==> src/rtl/bowling_pkg.sv <==
// Shared widths and collision FSM state type for the bowling datapath.
// Used by pin_collision and pin_hit_check.
package bowling_pkg;
  localparam int NUM_PINS = 10;
  localparam int X_W      = 11;
  localparam int Y_W      = 10;
  localparam int V_W      = 16;
  localparam int DIST_W   = 24;
  localparam int D_W      = 12;
  localparam int IDX_W    = 4;

  typedef enum logic [1:0] {
    IDLE,
    SCAN,
    DONE,
    CHAIN
  } coll_state_t;
endpackage

==> src/rtl/pin_hit_check.sv <==
// Combinational squared-distance proximity test between two screen points.
// Hit when dx^2 + dy^2 <= i_thr (equality counts).
module pin_hit_check
  import bowling_pkg::*;
(
  input  logic [X_W-1:0]    i_ax,
  input  logic [Y_W-1:0]    i_ay,
  input  logic [X_W-1:0]    i_bx,
  input  logic [Y_W-1:0]    i_by,
  input  logic [DIST_W-1:0] i_thr,
  output logic              o_hit
);
  logic signed [D_W-1:0]    w_dx;
  logic signed [D_W-1:0]    w_dy;
  logic signed [DIST_W-1:0] w_sx;
  logic signed [DIST_W-1:0] w_sy;
  logic [DIST_W-1:0]        w_d2;

  assign w_dx  = $signed({1'b0, i_ax}) - $signed({1'b0, i_bx});
  assign w_dy  = $signed({2'b0, i_ay}) - $signed({2'b0, i_by});
  assign w_sx  = w_dx * w_dx;
  assign w_sy  = w_dy * w_dy;
  assign w_d2  = $unsigned(w_sx) + $unsigned(w_sy);
  assign o_hit = (w_d2 <= i_thr);
endmodule

==> src/rtl/pin_collision.sv <==
// Ball-vs-pin collision scanner: one pin per cycle, sticky hit flags.
// Optional pin-to-pin chain pass enabled by defining PIN_CHAIN_EN.
module pin_collision
  import bowling_pkg::*;
#(
  parameter int HIT_RADIUS_SQ = 1024,
  parameter int VEL_SHIFT     = 1,
  parameter int SCREEN_WIDTH  = 1024,
  parameter int SCREEN_HEIGHT = 768
) (
  input  logic                          clk_in,
  input  logic                          rst_in,
  input  logic                          rst_sim,
  input  logic                          valid_in,
  input  logic [X_W-1:0]                ball_x,
  input  logic [Y_W-1:0]                ball_y,
  input  logic [V_W-1:0]                ball_vx,
  input  logic [V_W-1:0]                ball_vy,
  input  logic                          ball_vy_neg,
  input  logic [NUM_PINS-1:0][X_W-1:0]  pins_x,
  input  logic [NUM_PINS-1:0][Y_W-1:0]  pins_y,
  output logic                          valid_out,
  output logic [NUM_PINS-1:0]           pins_hit_out,
  output logic [NUM_PINS-1:0][V_W-1:0]  pins_vx_out,
  output logic [NUM_PINS-1:0][V_W-1:0]  pins_vy_out,
  output logic                          is_vy_neg_out,
  output logic                          busy
);
  localparam logic [IDX_W-1:0] LAST = IDX_W'(NUM_PINS - 1);

  coll_state_t                  r_state;
  logic [IDX_W-1:0]             r_idx;
  logic [X_W-1:0]               r_bx;
  logic [Y_W-1:0]               r_by;
  logic [V_W-1:0]               r_bvx;
  logic [V_W-1:0]               r_bvy;
  logic                         r_off;
  logic [NUM_PINS-1:0][X_W-1:0] r_px;
  logic [NUM_PINS-1:0][Y_W-1:0] r_py;
  // Working state; outputs only copy it at DONE so they stay stable mid-scan
  logic [NUM_PINS-1:0]          r_hit;
  logic [NUM_PINS-1:0][V_W-1:0] r_vx;
  logic [NUM_PINS-1:0][V_W-1:0] r_vy;

  logic [DIST_W-1:0] w_thr;
  logic              w_ball_hit;

  assign w_thr = DIST_W'(HIT_RADIUS_SQ);
  assign busy  = (r_state != IDLE);

  pin_hit_check u_ball (
    .i_ax  (r_bx),
    .i_ay  (r_by),
    .i_bx  (r_px[r_idx]),
    .i_by  (r_py[r_idx]),
    .i_thr (w_thr),
    .o_hit (w_ball_hit)
  );

`ifdef PIN_CHAIN_EN
  logic [NUM_PINS-1:0] r_src;
  logic                r_chained;
  logic [NUM_PINS-1:0] w_pp;
  logic [NUM_PINS-1:0] w_cand;
  logic [IDX_W-1:0]    w_k;
  logic                w_any;

  for (genvar k = 0; k < NUM_PINS; k++) begin : g_pp
    pin_hit_check u_pp (
      .i_ax  (r_px[r_idx]),
      .i_ay  (r_py[r_idx]),
      .i_bx  (r_px[k]),
      .i_by  (r_py[k]),
      .i_thr (w_thr),
      .o_hit (w_pp[k])
    );
  end

  assign w_cand = w_pp & r_src;

  // Descending walk so the lowest candidate index wins
  always_comb begin
    w_k   = '0;
    w_any = 1'b0;
    for (int k = NUM_PINS - 1; k >= 0; k--) begin
      if (w_cand[k]) begin
        w_k   = IDX_W'(k);
        w_any = 1'b1;
      end
    end
  end
`endif

  always_ff @(posedge clk_in or negedge rst_in) begin
    if (!rst_in) begin
      r_state       <= IDLE;
      r_idx         <= '0;
      r_bx          <= '0;
      r_by          <= '0;
      r_bvx         <= '0;
      r_bvy         <= '0;
      r_off         <= 1'b0;
      r_px          <= '0;
      r_py          <= '0;
      r_hit         <= '0;
      r_vx          <= '0;
      r_vy          <= '0;
      valid_out     <= 1'b0;
      pins_hit_out  <= '0;
      pins_vx_out   <= '0;
      pins_vy_out   <= '0;
      is_vy_neg_out <= 1'b0;
`ifdef PIN_CHAIN_EN
      r_src         <= '0;
      r_chained     <= 1'b0;
`endif
    end else if (rst_sim) begin
      r_state       <= IDLE;
      r_idx         <= '0;
      r_bx          <= '0;
      r_by          <= '0;
      r_bvx         <= '0;
      r_bvy         <= '0;
      r_off         <= 1'b0;
      r_px          <= '0;
      r_py          <= '0;
      r_hit         <= '0;
      r_vx          <= '0;
      r_vy          <= '0;
      valid_out     <= 1'b0;
      pins_hit_out  <= '0;
      pins_vx_out   <= '0;
      pins_vy_out   <= '0;
      is_vy_neg_out <= 1'b0;
`ifdef PIN_CHAIN_EN
      r_src         <= '0;
      r_chained     <= 1'b0;
`endif
    end else begin
      valid_out <= 1'b0;
      unique case (r_state)
        IDLE: begin
          if (valid_in) begin
            r_bx          <= ball_x;
            r_by          <= ball_y;
            r_bvx         <= ball_vx;
            r_bvy         <= ball_vy;
            r_off         <= (ball_x >= X_W'(SCREEN_WIDTH)) ||
                             (ball_y >= Y_W'(SCREEN_HEIGHT));
            r_px          <= pins_x;
            r_py          <= pins_y;
            is_vy_neg_out <= ball_vy_neg;
            r_idx         <= '0;
            r_state       <= SCAN;
          end
        end
        SCAN: begin
          if (w_ball_hit && !r_off && !r_hit[r_idx]) begin
            r_hit[r_idx] <= 1'b1;
            r_vx[r_idx]  <= r_bvx >> VEL_SHIFT;
            r_vy[r_idx]  <= r_bvy >> VEL_SHIFT;
          end
          if (r_idx == LAST) begin
            r_state <= DONE;
`ifdef PIN_CHAIN_EN
            r_chained <= 1'b0;
`endif
          end else begin
            r_idx <= r_idx + 1'b1;
          end
        end
        DONE: begin
          valid_out    <= 1'b1;
          pins_hit_out <= r_hit;
          pins_vx_out  <= r_vx;
          pins_vy_out  <= r_vy;
`ifdef PIN_CHAIN_EN
          if (r_chained) begin
            r_state <= IDLE;
          end else begin
            r_src   <= r_hit;
            r_idx   <= '0;
            r_state <= CHAIN;
          end
`else
          r_state <= IDLE;
`endif
        end
        CHAIN: begin
`ifdef PIN_CHAIN_EN
          // Sources are frozen at end of SCAN, so new chain hits never spread
          if (!r_src[r_idx] && w_any) begin
            r_hit[r_idx] <= 1'b1;
            r_vx[r_idx]  <= r_vx[w_k] >> 1;
            r_vy[r_idx]  <= r_vy[w_k] >> 1;
          end
          if (r_idx == LAST) begin
            r_chained <= 1'b1;
            r_state   <= DONE;
          end else begin
            r_idx <= r_idx + 1'b1;
          end
`else
          r_state <= IDLE;
`endif
        end
        default: r_state <= IDLE;
      endcase
    end
  end
endmodule

==> config.mk <==
export PLATFORM = sky130hd
export DESIGN_NAME = pin_collision
export DESIGN_NICKNAME = d
export VERILOG_FILES = /design/src/rtl/bowling_pkg.sv /design/src/rtl/pin_hit_check.sv /design/src/rtl/pin_collision.sv
export SDC_FILE = /design/constraint.sdc
export NUM_CORES = 2
export LEC_CHECK = 0
export CELL_PAD_IN_SITES_DETAIL_PLACEMENT = 1
export CELL_PAD_IN_SITES_GLOBAL_PLACEMENT = 2
export CORE_AREA = 4 4 369 371
export DETAILED_ROUTE_END_ITERATION = 6
export DIE_AREA = 0 0 373 375
export GPL_TIMING_DRIVEN = 1
export PLACE_DENSITY_LB_ADDON = 0.1
export SYNTH_ARGS = -nofsm -noshare
export SYNTH_HDL_FRONTEND = slang
export SYNTH_SLANG_ARGS = --single-unit
==> constraint.sdc <==
create_clock -name clk_in -period 14.2 [get_ports clk_in]
set_input_delay 2.84 -clock clk_in [delete_from_list [all_inputs] [get_ports clk_in]]
set_output_delay 2.84 -clock clk_in [all_outputs]
set_load 0.1 [all_outputs]
==> results.md <==
* Via density at just over 5
* Crit path buffers/inverters at 7
* Register area share after synthesis at about half
* Fillers at between 10000 and 15000
* Die Y at around 380 µm
* Crit Path Max Fanout at 23
* CP max stage delay at between 0.5 and 0.6 ns
* Yosys warnings at 0
* Final Critical Period at 13.37 ns
* Port Buffers at roughly 600
* I/O pin total at 601
* Die width at 373 µm
* Post-route clock period utilization at 94.16%
* Num CTS Buffers at 99
* Setup TNS at 0 ns
* Reg clk slew, reported paths at ~0.060 ns
* Share of layout cells above drive strength 1 at 6.728%
* Post-synth cell types at a little over 60
* Maximum clock path buffer count at 3
* Final antenna-violating net count at 0
* Crit. End Element: flop
* Initial Util at a little over a third
* Slowest CP cell: fa_1
* CP Class: reg -> reg
* Row Count at 134
* Max cap viols at 0
* Synth async-reset ratio at 100.0%
* Core ar. at about 0.13 mm²
* Gpl congestion at 0.7976
* Detailed Place HPWL at about 110000 µm
* Remaining Overflow, GRT at 0
* Ys flop type: dfrtp_1
* Vias in the first global route at around 34000
* DR DRC count at 0
* Outcome: finished clean
* Post-Route WL at approximately 150000 µm
* Initial DRC count at 1935
* Rel. slew slack at 18.25%
* CTS Hold Bufs at 0
* Worst-Skew Late Latency at between 0.7 and 0.8 ns
* RSZ-0062 raised after global routing: no
* CTS tree: built
* Final Skew at roughly 0.06 ns
* Number of flops mapped to enable cells by yosys at 0
* Slew @ Worst Pin at ~1.2 ns
* CTS Sinks at between 800 and 900
* Max-slew violation count at 0
* Avg Synthesized Cell Area at roughly 12 µm²
* Crit-path leading delay family: adder cells
* Drt wl/cell at approximately 25 µm
* Largest net degree at the start of global routing at around 170
* Worst EP arrival at between 10 and 15 ns
* Via count at 31560
* Post-synth net total at between 4000 and 5000
* FF+latch count, synth at ~890
* Tot GR Track Use at ~22%
* Root Driver: clkbuf_16
* Required @ worst endpoint at 14.81 ns
* Hold/Removal Path Class: reg -> reg
* Mapped Area at 0.04619 mm²
* Top cell by count, worst path: fa_1
* Area Overhead vs Synth at 23.96%
* First-pass GRT wire length at 229500 µm
* CP startpoint kind: flop
* Cell count after synthesis at roughly 3800
* H-tree levels at 3
* First-pass DRT Iterations at 5
* # nets final at around 4900
* Initial antenna violation count at slightly below 60
* # setup viols final at 0
* Die ar. at about 0.14 mm²
* Fmax at approximately 0.075 GHz
* Hold Vio Cnt, Final at 0
## worst register-to-register path: cells and delay by family (launching register included)
| family | cells | cell delay (ns) |
|---|---|---|
| adder cells (fa/ha/maj) | 12 | 5.16 |
| AO/OA/AOI/OAI | 11 | 2.69 |
| AND/OR/NAND/NOR | 6 | 1.81 |
| XOR/XNOR | 5 | 1.07 |
| buffers and inverters | 7 | 1.03 |
| multiplexers | 3 | 1.01 |
| flip-flops | 1 | 0.55 |
## timing repair
item	in CTS	in global routing
endpoints found under the setup margin	0	310
buffers inserted	0	6
resized for setup	0	5
## metrics by stage
stage          hold slack [ns]  instance area, µm²  setup WS (ns)  utilization, %  cells
6_report                0.4917               57250         0.8299           43.06   6118
4_1_cts                 0.4853               57110         0.2051           42.95   6087
5_1_grt                 0.4992               57210        0.03651           43.03   6101
3_3_place_gp            0.4775               53900         0.3187           40.54   5915
2_1_floorplan           0.4506               46190          1.176               -   3765
3_5_place_dp            0.4761               53900         0.2232           40.54   5915
## routing by layer
| metal | up-vias | wire length (µm) | track usage, % |
|---|---|---|---|
| li1 | 14000 | - | - |
| met1 | 16560 | 66220 | 28.61 |
| met2 | 718 | 69410 | 33.97 |
| met3 | 219 | 11500 | 6.806 |
| met4 | 66 | 4163 | 6.432 |
| met5 | - | 461 | 0 |
## registers in the layout, indices dropped and copies added, names as in the netlist
name	count
r_hit	10
pins_hit_out	10
valid_out	1
r_idx	4
r_vx	150
r_py	100
r_state	2
r_by	10
pins_vy_out	150
r_vy	150
is_vy_neg_out	1
pins_vx_out	151
r_px	110
r_off	1
r_bx	11
r_bvy	15
r_bvx	15
## worst paths after layout
path	cells past startpoint	start	to	slack [ns]
setup / recovery	44	r_idx[0]$_DFFE_PN0P_	r_vy[3]$_DFFE_PN0P_	0.83
max in group asynchronous	3	rst_in	r_idx[0]$_DFFE_PN0P_	9.75
hold / removal	1	r_px[71]$_DFFE_PN0P_	r_px[71]$_DFFE_PN0P_	0.49
min in group asynchronous	1	rst_in	r_vy[130]$_DFFE_PN0P_	2.20
hold reg to reg	1	r_px[71]$_DFFE_PN0P_	r_px[71]$_DFFE_PN0P_	0.49
setup reg to reg	44	r_idx[0]$_DFFE_PN0P_	r_vy[3]$_DFFE_PN0P_	0.83
## cells in the final DEF, fill, tap and decap left out, drive strengths merged, types with 7 or more instances in the layout
cell	instances
a211oi	7
a21o	14
a21oi	45
a22o	564
and2	15
and3	8
buf	83
clkbuf	157
clkdlybuf4s50	593
clkinv	19
dfrtp	891
diode	25
fa	256
ha	119
inv	342
mux2i	355
mux4	44
nand2	103
nand2b	343
nand3	20
nand4	10
nor2	104
nor2b	10
nor3	27
o21a	10
o21ai	34
o22a	19
o22ai	7
or2	9
or3	12
xnor2	34
xor2	15
## synthesized netlist by cell type (all sizes together) (9+ instances only)
master,n,share of area [%]
a21o,14,0.23
buf,94,1.1
and2,15,0.20
xor2,15,0.28
nand3,20,0.22
a21oi,45,0.49
xnor2,34,0.64
nor2,104,0.85
nand2b,343,4.6
or2,9,0.12
dfrtp,891,48
nand2,103,0.84
fa,256,11
clkinv,9,0.073
ha,119,3.2
a22o,564,11
o21a,10,0.16
mux4,44,2.1
clkbuf,195,1.6
nor3,27,0.29
nand4,10,0.14
o21ai,34,0.37
mux2i,355,7.7
or3,12,0.16
inv,340,2.8
nor2b,10,0.14
o22a,19,0.36
## kinds of logic after synthesis
| family | Yosys count | share of synthesized area, % |
|---|---|---|
| flip-flops | 891 | 48.28 |
| AO/OA/AOI/OAI | 739 | 13.23 |
| AND/OR/NAND/NOR | 674 | 7.924 |
| buffers and inverters | 638 | 5.483 |
| multiplexers | 399 | 9.839 |
| adder cells (fa/ha/maj) | 375 | 14.32 |
| XOR/XNOR | 49 | 0.9292 |
## layout make-up
class | instances | area (µm²) | area share (%)
diodes | 25 | 62.56 | 0.1093
clock buffers | 156 | 2934 | 5.125
clock inverters | 16 | 269.0 | 0.4699
inverters | 349 | 1310 | 2.288
multi-input cells | 2236 | 21410 | 37.40
flip-flops and latches | 891 | 22300 | 38.95
well taps | 1768 | 2212 | 3.864
repair buffers | 677 | 6750 | 11.79
Power is not shown: default switching activity piles up to over one toggle a cycle in this logic, so the estimate is an artifact.
